==> src/rtl/seq_detector_param_if.sv <==
// seq_detector_param_if
//   Control, serial-data and result signals of the parametrised pattern
//   detector. CLK and RST are not part of this bundle.
//   slave  : detector side (receives controls and data, drives results)
//   master : stream/control side (drives controls and data, observes results)
//   Signals: En, In1, In1Valid, Overlap, PatLoad, PatIn, MaskIn, CntClr
//            -> detector; Out1, MatchCnt, State <- detector.
interface seq_detector_param_if #(
    parameter int unsigned PAT_WIDTH = 4,
    parameter int unsigned CNT_WIDTH = 8
);
    logic                 En;
    logic                 In1;
    logic                 In1Valid;
    logic                 Overlap;
    logic                 PatLoad;
    logic [PAT_WIDTH-1:0] PatIn;
    logic [PAT_WIDTH-1:0] MaskIn;
    logic                 CntClr;
    logic                 Out1;
    logic [CNT_WIDTH-1:0] MatchCnt;
    logic [1:0]           State;

    modport slave (
        input  En, In1, In1Valid, Overlap, PatLoad, PatIn, MaskIn, CntClr,
        output Out1, MatchCnt, State
    );

    modport master (
        output En, In1, In1Valid, Overlap, PatLoad, PatIn, MaskIn, CntClr,
        input  Out1, MatchCnt, State
    );
endinterface

==> src/rtl/seq_detector_param.sv <==
// seq_detector_param
//   Serial pattern detector. Compares the most recent PAT_WIDTH qualified
//   bits (newest bit = bit 0) against a loadable pattern under a per-bit
//   compare mask, in overlapping or non-overlapping mode. Produces a
//   registered one-cycle match pulse and a saturating match counter.
//   Ports:
//     CLK  - clock, rising edge
//     RST  - synchronous active-high reset
//     bus  - slave modport: En, In1, In1Valid, Overlap, PatLoad, PatIn,
//            MaskIn, CntClr in; Out1, MatchCnt, State out
module seq_detector_param #(
    parameter int unsigned          PAT_WIDTH  = 4,
    parameter int unsigned          CNT_WIDTH  = 8,
    parameter logic [PAT_WIDTH-1:0] PAT_RESET  = PAT_WIDTH'(4'b1011),
    parameter logic [PAT_WIDTH-1:0] MASK_RESET = '1
) (
    input  logic                 CLK,
    input  logic                 RST,
    seq_detector_param_if.slave  bus
);
    localparam int unsigned          FW        = $clog2(PAT_WIDTH + 1);
    localparam logic [FW-1:0]        FILL_LAST = FW'(PAT_WIDTH - 1);
    localparam logic [FW-1:0]        FILL_FULL = FW'(PAT_WIDTH);
    localparam logic [CNT_WIDTH-1:0] CNT_MAX   = '1;

    typedef enum logic [1:0] {
        IDLE   = 2'b00,
        FILL   = 2'b01,
        DETECT = 2'b10
    } state_t;

    state_t                 state_q, state_d;
    // Only PAT_WIDTH-1 bits of history are stored: the incoming bit
    // completes the compare window, and the oldest bit would only be
    // shifted out without ever being compared again.
    logic [PAT_WIDTH-2:0]   hist_q, hist_d;
    logic [PAT_WIDTH-1:0]   pat_q, pat_d;
    logic [PAT_WIDTH-1:0]   mask_q, mask_d;
    logic [FW-1:0]          fill_q, fill_d;
    logic                   out1_q, out1_d;
    logic [CNT_WIDTH-1:0]   cnt_q, cnt_d;

    logic [PAT_WIDTH-1:0]   window;
    logic                   consume;
    logic                   complete;
    logic                   hit;

    always_comb begin
        state_d  = state_q;
        hist_d   = hist_q;
        pat_d    = pat_q;
        mask_d   = mask_q;
        fill_d   = fill_q;
        out1_d   = 1'b0;
        cnt_d    = cnt_q;
        consume  = 1'b0;
        complete = 1'b0;
        hit      = 1'b0;
        window   = {hist_q, bus.In1};

        if (bus.PatLoad) begin
            // New pattern: history restarts and any same-cycle bit is dropped.
            pat_d   = bus.PatIn;
            mask_d  = bus.MaskIn;
            hist_d  = '0;
            fill_d  = '0;
            state_d = bus.En ? FILL : IDLE;
        end else if (!bus.En) begin
            state_d = IDLE;
            hist_d  = '0;
            fill_d  = '0;
        end else begin
            case (state_q)
                IDLE: begin
                    state_d = FILL;
                    consume = bus.In1Valid;
                end
                FILL, DETECT: consume = bus.In1Valid;
                default: consume = 1'b0;
            endcase

            if (consume) begin
                hist_d   = window[PAT_WIDTH-2:0];
                // fill_q is held at PAT_WIDTH while in DETECT.
                complete = (state_q == DETECT) || (fill_q == FILL_LAST);
                if (!complete) begin
                    fill_d = fill_q + FW'(1);
                end else begin
                    hit    = ((window ^ pat_q) & mask_q) == '0;
                    out1_d = hit;
                    if (hit && !bus.Overlap) begin
                        state_d = FILL;
                        fill_d  = '0;
                    end else begin
                        state_d = DETECT;
                        fill_d  = FILL_FULL;
                    end
                end
            end
        end

        // Encoding 2'b11 is unreachable; if seen, return to a clean IDLE.
        if (state_q != IDLE && state_q != FILL && state_q != DETECT) begin
            state_d = IDLE;
            hist_d  = '0;
            fill_d  = '0;
            out1_d  = 1'b0;
            hit     = 1'b0;
        end

        if (bus.CntClr) begin
            cnt_d = '0;
        end else if (hit && cnt_q != CNT_MAX) begin
            cnt_d = cnt_q + CNT_WIDTH'(1);
        end
    end

    always_ff @(posedge CLK) begin
        if (RST) begin
            state_q <= IDLE;
            hist_q  <= '0;
            pat_q   <= PAT_RESET;
            mask_q  <= MASK_RESET;
            fill_q  <= '0;
            out1_q  <= 1'b0;
            cnt_q   <= '0;
        end else begin
            state_q <= state_d;
            hist_q  <= hist_d;
            pat_q   <= pat_d;
            mask_q  <= mask_d;
            fill_q  <= fill_d;
            out1_q  <= out1_d;
            cnt_q   <= cnt_d;
        end
    end

    assign bus.Out1     = out1_q;
    assign bus.MatchCnt = cnt_q;
    assign bus.State    = state_q;
endmodule

==> src/flat_wrapper.sv <==
// flat-port wrapper written by rule: the top's interface ports become plain ports
module seq_detector_param_flat 
#(
    parameter int unsigned          PAT_WIDTH  = 4,
    parameter int unsigned          CNT_WIDTH  = 8,
    parameter logic [PAT_WIDTH-1:0] PAT_RESET  = PAT_WIDTH'(4'b1011),
    parameter logic [PAT_WIDTH-1:0] MASK_RESET = '1
)
  (CLK, RST, bus_En, bus_In1, bus_In1Valid, bus_Overlap, bus_PatLoad, bus_PatIn, bus_MaskIn, bus_CntClr, bus_Out1, bus_MatchCnt, bus_State);
  seq_detector_param_if #(.PAT_WIDTH(PAT_WIDTH), .CNT_WIDTH(CNT_WIDTH)) bus_i ();
  input  logic CLK;
  input  logic RST;
  input wire logic [$bits(bus_i.En)-1:0] bus_En;
  input wire logic [$bits(bus_i.In1)-1:0] bus_In1;
  input wire logic [$bits(bus_i.In1Valid)-1:0] bus_In1Valid;
  input wire logic [$bits(bus_i.Overlap)-1:0] bus_Overlap;
  input wire logic [$bits(bus_i.PatLoad)-1:0] bus_PatLoad;
  input wire logic [$bits(bus_i.PatIn)-1:0] bus_PatIn;
  input wire logic [$bits(bus_i.MaskIn)-1:0] bus_MaskIn;
  input wire logic [$bits(bus_i.CntClr)-1:0] bus_CntClr;
  output wire logic [$bits(bus_i.Out1)-1:0] bus_Out1;
  output wire logic [$bits(bus_i.MatchCnt)-1:0] bus_MatchCnt;
  output wire logic [$bits(bus_i.State)-1:0] bus_State;
  assign bus_i.En = bus_En;
  assign bus_i.In1 = bus_In1;
  assign bus_i.In1Valid = bus_In1Valid;
  assign bus_i.Overlap = bus_Overlap;
  assign bus_i.PatLoad = bus_PatLoad;
  assign bus_i.PatIn = bus_PatIn;
  assign bus_i.MaskIn = bus_MaskIn;
  assign bus_i.CntClr = bus_CntClr;
  assign bus_Out1 = bus_i.Out1;
  assign bus_MatchCnt = bus_i.MatchCnt;
  assign bus_State = bus_i.State;
  seq_detector_param #(.PAT_WIDTH(PAT_WIDTH), .CNT_WIDTH(CNT_WIDTH), .PAT_RESET(PAT_RESET), .MASK_RESET(MASK_RESET)) u_core (.CLK(CLK), .RST(RST), .bus(bus_i));
endmodule
==> config.mk <==
export PLATFORM = sky130hd
export DESIGN_NAME = seq_detector_param_flat
export DESIGN_NICKNAME = d
export VERILOG_FILES = /design/src/rtl/seq_detector_param_if.sv /design/src/rtl/seq_detector_param.sv /design/src/flat_wrapper.sv
export SDC_FILE = /design/constraint.sdc
export NUM_CORES = 1
export LEC_CHECK = 0
export ABC_AREA = 1
export BUFFER_PORTS_ARGS = -buffer_cell sky130_fd_sc_hd__buf_4
export CELL_PAD_IN_SITES_DETAIL_PLACEMENT = 0
export CELL_PAD_IN_SITES_GLOBAL_PLACEMENT = 1
export CORE_ASPECT_RATIO = 0.7
export CORE_UTILIZATION = 43
export CTS_BUF_LIST = sky130_fd_sc_hd__clkbuf_2 sky130_fd_sc_hd__clkbuf_4 sky130_fd_sc_hd__clkbuf_8
export CTS_CLUSTER_DIAMETER = 120
export DETAILED_ROUTE_END_ITERATION = 6
export MAX_ROUTING_LAYER = met4
export PLACE_DENSITY = 0.95
export SLEW_MARGIN = 20
export SYNTH_ARGS = -nofsm -noshare
export SYNTH_HDL_FRONTEND = slang
export SYNTH_SLANG_ARGS = --single-unit
==> constraint.sdc <==
create_clock -name CLK -period 3.7 [get_ports CLK]
set_clock_uncertainty 0.05 [all_clocks]
set_input_delay 0.185 -clock CLK [delete_from_list [all_inputs] [get_ports CLK]]
set_output_delay 0.185 -clock CLK [all_outputs]
set_load 0.02 [all_outputs]
; Yosys cells after proc, flatten, opt, wreduce, memory -nomap -nowiden
; Cells that the tools add are included.
[classes]
addsub = 2
n_eq_ne = 6
n_mux = 17
bitwise = 3
n_reduce_logical = 13
[op_table]
columns = operator, count
row1 = two-way mux 2 bit, 6
row2 = two-way mux 1 bit, 9
row3 = adder 8 x 1 -> 8 bit (second input constant), 1
row4 = inequality test 8 bit (second input constant), 1
row5 = two-way mux 3 bit, 2
row6 = bitwise AND 4 bit, 1
row7 = logical AND 1 bit, 4
row8 = logical NOT 4 bit, 1
row9 = OR reduction 2 bit, 2
row10 = OR reduction 4 bit, 1
row11 = XOR 4 bit, 1
row12 = adder 3 x 1 -> 3 bit (second input constant), 1
row13 = == test 3 x 2 -> 1 bit (second input constant), 1
row14 = OR reduction 3 bit, 1
row15 = == test 2 x 1 -> 1 bit (second input constant), 1
row16 = == test 2 bit (second input constant), 1
row17 = logical NOT 2 bit, 1
row18 = inequality test 2 x 1 -> 1 bit (second input constant), 1
row19 = inequality test 2 bit (second input constant), 1
row20 = nonzero test 2 bit, 1
row21 = logical NOT 1 bit, 1
row22 = logical OR 1 bit, 1
row23 = NOT 1 bit, 1
[totals]
regBits = 25
word_cells = 48

; Logic depth before layout (Yosys ltp)
; Gate-level depths: netlist of run 1.
[depth]
ltp_word = 10
ltp_mapped = 10

; Worst setup path before layout of run 1
; No wires, ideal clock.
[synth_timing]
path_kind = register to register
from = register u_core.cnt_q[1] (netlist: u_core.bus.MatchCnt[1])
to = register u_core.cnt_q[0] (netlist: u_core.bus.MatchCnt[0])
arrival_time_ps = 1355
required_ps = 3537
slack_ps = 2182
stages_incl_launch_ff = 9
path_buffers = 0
synth_period_minus_slack_ps = 1518
cell_sequence = dfxtp_1 ha_1 nand2_1 nor2_2 nand4_4 nand3_4 nand2_2 nand2_1 nor2_1
[synth_via]
elab_chain_len = 2
[synth_rtl]
columns = item, line
row1 = start: declaration, seq_detector_param.sv:41  ; logic [CNT_WIDTH-1:0] cnt_q, cnt_d;
row2 = start signal: assignment, seq_detector_param.sv:134  ; cnt_q <= cnt_d;
row3 = inequality test 8 bit, seq_detector_param.sv:113  ; end else if (hit && cnt_q != CNT_MAX) begin
row4 = logical AND 1 bit, seq_detector_param.sv:113
; No other way between the ends.
; A chain may end at the register's enable or synchronous reset.

; Worst setup path in the final report of run 1
[layout_timing]
from = register u_core.fill_q[0]
to = register u_core.cnt_q[0] (netlist: u_core.bus.MatchCnt[0])
[layout_via]
elab_chain_len = 8
[layout_rtl]
columns = item, line
row1 = start: declaration, seq_detector_param.sv:39  ; logic [FW-1:0] fill_q, fill_d;
row2 = start signal: assignment, seq_detector_param.sv:132  ; fill_q <= fill_d;
row3 = == test 3 x 2 -> 1 bit, seq_detector_param.sv:85  ; complete = (state_q == DETECT) || (fill_q == FILL_LAST);
row4 = logical OR 1 bit, seq_detector_param.sv:85
row5 = two-way mux 1 bit, seq_detector_param.sv:86  ; if (!complete) begin
row6 = two-way mux 1 bit, seq_detector_param.sv:82  ; if (consume) begin
row7 = two-way mux 1 bit, seq_detector_param.sv:68  ; end else if (!bus.En) begin
row8 = two-way mux 1 bit, seq_detector_param.sv:61  ; if (bus.PatLoad) begin
row9 = two-way mux 1 bit, seq_detector_param.sv:103  ; if (state_q != IDLE && state_q != FILL && state_q != DETECT) begin
row10 = logical AND 1 bit, seq_detector_param.sv:113
; No other way between the ends.

==> results of run 1 <==
state kept, by name, indices dropped and copies added, names as in the netlist:
name / flops
u_core.bus.Out1: 1
u_core.hist_q: 3
u_core.bus.State: 2
u_core.pat_q: 4
u_core.fill_q: 3
u_core.bus.MatchCnt: 8
u_core.mask_q: 4
how the worst max path moves through the flow:
stage	cells after the start	end	slack (ns)
after floorplan	8	u_core.bus.MatchCnt[0]$_SDFFE_PP0P_	2.18
after global placement	9	u_core.bus.MatchCnt[0]$_SDFFE_PP0P_	2.25
after detailed placement	10	u_core.bus.MatchCnt[0]$_SDFFE_PP0P_	2.19
after CTS	10	u_core.bus.MatchCnt[0]$_SDFFE_PP0P_	2.17
after global routing	7	u_core.bus.MatchCnt[2]$_SDFFE_PP0P_	1.95
final	10	u_core.bus.MatchCnt[0]$_SDFFE_PP0P_	2.19
synthesized netlist by cell type:
| cell type | number |
|---|---|
| a211oi_1 | 2 |
| dfxtp_1 | 25 |
| a22oi_1 | 1 |
| nand2_4 | 3 |
| xnor2_1 | 2 |
| clkbuf_1 | 1 |
| nand3b_1 | 1 |
| nand3_4 | 1 |
| nor2_1 | 22 |
| nand3_1 | 15 |
| nor2_2 | 2 |
| nor3_1 | 1 |
| nand4_1 | 8 |
| nand2_1 | 47 |
| nand4_4 | 1 |
| a21oi_1 | 16 |
| nor2_8 | 2 |
| inv_6 | 1 |
| nand2_2 | 4 |
| inv_1 | 20 |
| ha_1 | 3 |
| o21ai_0 | 5 |
| clkinv_2 | 1 |
| xor2_1 | 1 |
logic make-up after synthesis:
family	count (synthesis)	share of synthesized area
adder cells (fa/ha/maj)	3	0.0282
XOR/XNOR	3	0.0197
AND/OR/NAND/NOR	107	0.411
AO/OA/AOI/OAI	24	0.0959
flip-flops	25	0.376
buffers and inverters	23	0.0695
metrics by stage:
step                total power (uW)  setup slack [ns]   util  area (sq um)  std cells
floorplan                        325              2.18      -          1330        185
global placement                 347              2.25  0.548          1570        246
detailed placement               350              2.19  0.548          1570        246
CTS                              518              2.17  0.565          1620        250
global route                     542              1.95  0.565          1620        250
finish                           513              2.19  0.565          1620        250
power breakdown:
group / internal [uW] / switching, uW
clock network: 84.4 / 85.7
logic: 24.8 / 35.7
registers: 276 / 6.34
total: 386 / 128
worst max-delay path: cells and delay by family, from the launching register on:
family | cells | cell delay, ns
adder cells (fa/ha/maj) | 2 | 0.29
AND/OR/NAND/NOR | 7 | 0.71
buffers and inverters | 1 | 0.04
flip-flops | 1 | 0.36
layout make-up:
type / count / area (sq um)
Timing Repair Buffer: 26 / 195
Clock buffer: 4 / 48.8
Fill cell: 296 / 1250
Inverter: 22 / 88.8
Tap cell: 36 / 45.0
Multi-Input combinational cell: 137 / 738
Sequential cell: 25 / 500
layer usage:
layer	vias to the layer above	part of all wire	wire length, microns	GRT usage
met5	-	0	0	-
met4	0	0.0062	19	0.0313
met3	4	0.074	227	0.0566
met2	38	0.45	1380	0.317
met1	594	0.47	1420	0.293
li1	670	-	-	-
==> flow_summary.toml, run 1 <==
[placed_design]
hpwl_microns = 2420
io_buffers = 26
gp_congestion = 0.871

[clock_network]
cts_buffers = 3
cts-resized-gates = 0
htreeDepth = 1
tritoncts = "yes"
cts_setup_buffers = 0
clockRootBuffer = "clkbuf_8"
clk_pin_slew_worst_paths_ns = 0.08
cts.path.max_buffers = 2
cts.sinks = 25
clk_latency_ns = 0.27
hold_buffers = 0

[floorplanning]
core_area_sq_um = 2860
die-width_microns = 68.5
start_util = 0.465
num_rows = 16
io_pins = 27
die_area_sq_um = 3330
fp.dieH_microns = 48.6

[final_layout]
drive_gt1_frac = 0.210
layout_commonest_cell = "nand2_1"
final_cell_mix = "nand2_1 (47), buf_4 (26), dfxtp_1 (25), nor2_1 (22), inv_1 (20)"
area_delta_synth_final_pct = 21.4
diodes = 0
fin_nets = 234

[grt]
antenna_found_initial = 0
gr-total-overflow = 0
track_usage = 0.213
grt_pass1_vias = 1192
grt_pass1_wl_microns = 5200
grt_max_degree = 14

[setup_path]
crit_start = "u_core.fill_q[0]$_SDFFE_PP0N_"
critPathKind = "reg2reg"
critPathSlowestCell = "dfxtp_1"
cp_slowest_stage_delay_ns = 0.36
startpoint_type = "register"
reg2reg_slack_ns = 2.19
reg2reg_from = "u_core.fill_q[0]$_SDFFE_PP0N_"
cp-end-kind = "register"
r2r-end = "u_core.bus.MatchCnt[0]$_SDFFE_PP0P_"
worstPathArrival_ns = 1.67
reg2reg_depth = 10
worstPathRequired_ns = 3.86
worstPathMaxFanout = 10
crit_chain = "ha_1 -> ha_1 -> inv_1 -> nand2_2 -> nand2_4 -> nor2_8 -> nand3_4 -> nand2_2 -> nand2_1 -> nor2_1"

[logic_synthesis]
synth.yosys.warnings = 0
ys_ff_latch = 25
synth_area_sq_um = 1330
synth_cell_types = 24
synth_top_cell_by_area = "dfxtp_1"
synth.yosys.seq_area_share = 0.376
syn-num-nets = 204
synth_top_area_frac = 0.376
netlist_instances = 185
synth_area_leaders = "dfxtp_1 (38%), nand2_1 (13%), nor2_1 (6.2%)"
syn_area_per_cell_sq_um = 7.20

[sta]
finalHoldViolations = 0
max_freq_ghz = 0.662
hold_slack_ns = 0.0777
post-route-min-period_ns = 1.51
worst_slew_pin_slew_ns = 0.306
tns_ns = 0
setup_viol_count_final = 0
slew_headroom = 0.795
finalMaxSlewViolations = 0
rsz0062_at_grt = "false"
fin_crit_sh = 0.408

[pwr]
vdd_drop_max_uv = 217
leakage_uw = 0.000780
power.density_nw_per_um2 = 318

[min_path]
min-delay-start = "bus_MaskIn[0]"
hold_class = "in2reg"
min_path_cells = 3
min_to = "u_core.mask_q[0]$_SDFFE_PP1P_"

[route]
antenna_left = 0
drt_iter0_drc = 74
vias = 1306
routed_wl_microns = 3050
viasPerCell = 5.22
first_pass_iters = 4
drc_errors = 0
wl_per_cell_microns = 12.2

[status]
status = "finished, final reports clean"

[flow_run]
cap_violations = 0
No activity file was read; power rests on OpenSTA's default activity.
==> run 2: changes to the inputs <==
CORE_UTILIZATION = 40   (was 43)
PLACE_DENSITY = 0.91   (was 0.95)
clock period = 1.45 ns   (was 3.7 ns; I/O delays follow)
==> run 2 against run 1 <==
  * Cell area is 19% higher
  * Largest power group unchanged
  * Non-clock buffer count is 27 higher
  * Routed wire length is 12% higher
  * Critical path type unchanged
  * The run now ends with negative setup slack left
  * Critical endpoint is now u_core.bus.MatchCnt[2]$_SDFFE_PP0P_
==> flow_summary.toml, run 2 (synthesis gave the netlist of run 1 again) <==
[status]
status = "finished, violations left"
violations = "negative setup slack"

[min_path]
hold_class = "in2reg"
min-delay-start = "bus_En"

[sta]
fin_crit_sh = 1.02
worst_slew_pin_slew_ns = 0.343
hold_slack_ns = 0.0133
tns_ns = -0.0915
rsz0062_at_grt = "true"
post-route-min-period_ns = 1.49
slew_headroom = 0.771
setup_viol_count_final = 6
finalHoldViolations = 0
finalMaxSlewViolations = 0
max_freq_ghz = 0.673
finalWorstSetupSlack_ns = -0.0362

[final_layout]
drive_gt1_frac = 0.324
largest_reg_flops = 8
diodes = 0
final_cell_mix = "nand2_1 (43), buf_4 (42), nor2_1 (22), dfxtp_1 (21), inv_1 (19)"
multi_input_area_sq_um = 791
nFillCells = 289
seqCellArea_sq_um = 505
layout_commonest_cell = "nand2_1"
fin_cells = 279
fin_nets = 261
design_area_sq_um = 1920
area_delta_synth_final_pct = 44.2

[floorplanning]
fp.dieH_microns = 50.3
die_area_sq_um = 3570
core_area_sq_um = 3170
io_pins = 27
start_util = 0.420
num_rows = 17
die-width_microns = 71.0

[placed_design]
placed_area_sq_um = 1660
dp.cells = 259
hpwl_microns = 2320
io_buffers = 26
gp_congestion = 0.823

[clock_network]
clk_latency_ns = 0.28
cts.path.max_buffers = 2
clk_pin_slew_worst_paths_ns = 0.10
cts_buffers = 3
htreeDepth = 1
tritoncts = "yes"
cts.sinks = 25
clockRootBuffer = "clkbuf_8"

[grt]
grt_pass1_wl_microns = 5870
track_usage = 0.220
gr-total-overflow = 0
grt_pass1_vias = 1291
grt_max_degree = 16
antenna_found_initial = 0

[route]
drt_iter0_drc = 91
viasPerCell = 4.84
drc_errors = 0
first_pass_iters = 4
met3_length_microns = 102
top_layer = "met4"
wl_per_cell_microns = 12.3
antenna_left = 0
met1Wirelength_microns = 1760
vias = 1349
dr_wl_met2_microns = 1540
routed_wl_microns = 3430

[setup_path]
cp_slowest_stage_delay_ns = 0.37
critPathKind = "reg2reg"
worstPathRequired_ns = 1.62
worstPathMaxFanout = 5
reg2reg_from = "u_core.fill_q[1]$_SDFFE_PP0N_"
reg2reg_slack_ns = -0.04
crit_chain = "ha_4 -> ha_4 -> inv_2 -> nand2_2 -> nand2_4 -> nor2_8 -> buf_6 -> nand4_1 -> a21oi_2"
critPathSlowestCell = "dfxtp_2"
crit_path_frequent_cell = "ha_4"
crit_start = "u_core.fill_q[1]$_SDFFE_PP0N_"
worstPathArrival_ns = 1.66
cp-end-kind = "register"
startpoint_type = "register"

[pwr]
power_uw = 1350
leakage_uw = 0.000913
power.density_nw_per_um2 = 702
vdd_drop_max_uv = 471

[flow_run]
cap_violations = 0
run 2: changes by cell type in the layout (fill, tap and decap cells not counted), moves of 2 or more:
cell / delta
dlygate4sd3_1: +8
a21oi_1: -2
buf_4: +16
ha_4: +2
dfxtp_2: +4
buf_6: +2
dfxtp_1: -4
nand2_2: +4
ha_1: -2
a21oi_2: +2
nand2_1: -4
run 2: final timing paths:
path,to,cells after the start
max,u_core.bus.MatchCnt[2]$_SDFFE_PP0P_,9
min reg2reg,u_core.mask_q[1]$_SDFFE_PP1P_,2
max reg2reg,u_core.bus.MatchCnt[2]$_SDFFE_PP0P_,9
min,u_core.bus.State[0]$_SDFF_PP0_,3
run 2: per-stage QoR:
step,util,setup WS (ns)
after global placement,0.522,0.0241
after detailed placement,0.522,-0.0385
after floorplan,-,0.0405
final,0.606,-0.0362
after CTS,0.592,0.00129
after global routing,0.606,-0.0983
run 2: layer usage:
layer  vias to the layer above  GRT usage
met5                         -          -
met4                         0     0.0400
met3                         4     0.0422
met2                        22      0.353
met1                       606      0.293
li1                        717          -
run 2: cell type report:
| type | instances | area share |
|---|---|---|
| clock inverters | 1 | 0.00391 |
| clock buffers | 3 | 0.0215 |
| repair buffers | 53 | 0.228 |
| flip-flops and latches | 25 | 0.263 |
| inverters | 22 | 0.0463 |
| multi-input cells | 137 | 0.412 |
| well taps | 38 | 0.0248 |
run 2: worst max-delay path: cells and delay by family, from the launching register on:
kind | cells | cell delay [ns]
AO/OA/AOI/OAI | 1 | 0.14
adder cells (fa/ha/maj) | 2 | 0.26
buffers and inverters | 2 | 0.18
flip-flops | 1 | 0.37
AND/OR/NAND/NOR | 4 | 0.43
run 2: power breakdown:
group	switching, uW	internal (uW)
clock	252	196
combinational	94.7	84.8
sequential	15.3	705
run 2: what timing repair did:
action / in CTS / in global routing
hold buffers: 8 / 0
setup buffers: 6 / 2
resized for setup: 10 / 9
hold endpoints to repair: 8 / 0
pin swaps: 5 / 12
endpoints found under the setup margin: 7 / 13
==> run 3: changes to the inputs <==
clock period = 1.6 ns   (was 1.45 ns; I/O delays follow)
==> run 3 against run 2 <==
  * The flow now finishes without violations
  * Critical path depth did not move
  * Non-clock buffer count fell by 10
  * Sequential share of layout area rose by 2.0 points
  * Critical endpoint is now u_core.bus.MatchCnt[0]$_SDFFE_PP0P_
  * Flip-flop and latch count did not move
  * Global-route usage fell by 3.5 points
  * Final cell count fell by 3.6%
  * Register-to-register slack improved by 0.15 ns
==> flow_summary.toml, run 3 (synthesis gave the netlist of run 1 again) <==
[status]
status = "finished, final reports clean"

[sta]
fin_crit_sh = 0.927
post-route-min-period_ns = 1.48
hold_slack_ns = 0.0298
rsz0062_at_grt = "false"
tns_ns = 0
setup_viol_count_final = 0
finalMaxSlewViolations = 0
max_freq_ghz = 0.674
finalHoldViolations = 0
worst_slew_pin_slew_ns = 0.286
slew_headroom = 0.809

[setup_path]
cp_slowest_stage_delay_ns = 0.35
reg2reg_from = "u_core.fill_q[0]$_SDFFE_PP0N_"
startpoint_type = "register"
crit_path_frequent_cell = "ha_1"
critPathSlowestCell = "dfxtp_2"
worstPathArrival_ns = 1.60
worstPathMaxFanout = 8
cp-end-kind = "register"
worstPathRequired_ns = 1.72
critPathBufInv = 1
crit_chain = "ha_1 -> ha_1 -> inv_1 -> nand2_2 -> nand2_4 -> nor2_8 -> nand3_4 -> nor2_1 -> nor2_2"
critPathTopFamily = "simple AND/OR/NAND/NOR gates"
critPathKind = "reg2reg"
crit_start = "u_core.fill_q[0]$_SDFFE_PP0N_"

[floorplanning]
fp.dieH_microns = 50.3
die-width_microns = 71.0
start_util = 0.420
num_rows = 17
die_area_sq_um = 3570
io_pins = 27
core_area_sq_um = 3170

[placed_design]
io_buffers = 26
placed_area_sq_um = 1620
gp_congestion = 0.868
hpwl_microns = 2220

[clock_network]
clk_latency_ns = 0.27
cts_buffers = 3
htreeDepth = 1
cts.sinks = 25
clk_pin_slew_worst_paths_ns = 0.08
tritoncts = "yes"
clockRootBuffer = "clkbuf_8"
cts.path.max_buffers = 2

[route]
wl_per_cell_microns = 10.7
vias = 1300
drt_iter0_drc = 62
drc_errors = 0
antenna_left = 0
first_pass_iters = 4
routed_wl_microns = 2890
viasPerCell = 4.83

[grt]
met2_usage = 0.264
grt_max_degree = 14
antenna_found_initial = 0
gr-total-overflow = 0
grt_pass1_vias = 1120
track_usage = 0.185
use_met3 = 0.0482
grt_pass1_wl_microns = 4910
grt_busiest_layer = "met2"
use_met1 = 0.262

[final_layout]
diodes = 0
nFillCells = 304
final_cell_mix = "nand2_1 (47), buf_4 (34), dfxtp_1 (23), nor2_1 (21), inv_1 (20)"
layout_commonest_cell = "nand2_1"
multi_input_area_sq_um = 741
seqCellArea_sq_um = 503
area_delta_synth_final_pct = 33.4
fin_nets = 251
largest_reg_flops = 8
drive_gt1_frac = 0.247
design_area_sq_um = 1780

[min_path]
hold_class = "in2reg"
min-delay-start = "bus_En"

[pwr]
power.density_nw_per_um2 = 673
leakage_uw = 0.000862
vdd_drop_max_uv = 393

[flow_run]
cap_violations = 0
==> run 3: cell type report <==
cell class,instances,area share
clock buffer,4,0.0275
tap,38,0.0268
timing repair buffer,43,0.195
multi-input combinational,137,0.417
inverter,22,0.0500
sequential,25,0.283
==> run 3: routing by layer <==
layer / part of all wire / vias up
li1: - / 704
met1: 0.54 / 564
met2: 0.40 / 30
met3: 0.051 / 2
met4: 0.0042 / 0
met5: 0 / -
==> run 3: worst paths after layout <==
check / end / slack (ns) / cells after the start
setup / recovery: u_core.bus.MatchCnt[0]$_SDFFE_PP0P_ / 0.12 / 9
hold / removal: u_core.bus.State[0]$_SDFF_PP0_ / 0.03 / 3
setup reg to reg: u_core.bus.MatchCnt[0]$_SDFFE_PP0P_ / 0.12 / 9
hold reg to reg: u_core.fill_q[0]$_SDFFE_PP0N_ / 0.40 / 1
==> run 3: metrics by stage <==
step,total power [uW],utilization,std cells,setup WS (ns)
2_1_floorplan,751,-,185,0.0818
3_3_place_gp,806,0.512,255,0.133
3_5_place_dp,809,0.512,255,0.0809
4_1_cts,1210,0.553,267,0.0557
5_1_grt,1260,0.560,269,0.000853
6_report,1190,0.560,269,0.116
==> run 3: what timing repair did <==
item,4_1_cts,5_1_grt
gates resized for setup,0,4
hold buffers,8,0
setup endpoints to repair,0,6
endpoints found under the hold margin,8,0
buffers inserted,0,2
==> run 3: worst min-delay path, delay by kind of cell <==
family | cells | cell delay (ns)
simple gates | 1 | 0.07
compound gates | 1 | 0.04
buf+inv | 1 | 0.12
==> run 3: where the power goes <==
group	leakage [uW]	switching, uW	internal, uW	total, uW
clock network	0.0000262	190	195	385
registers	0.000205	13.8	639	653
logic	0.000631	83.0	73.3	156
total	0.000862	287	907	1190
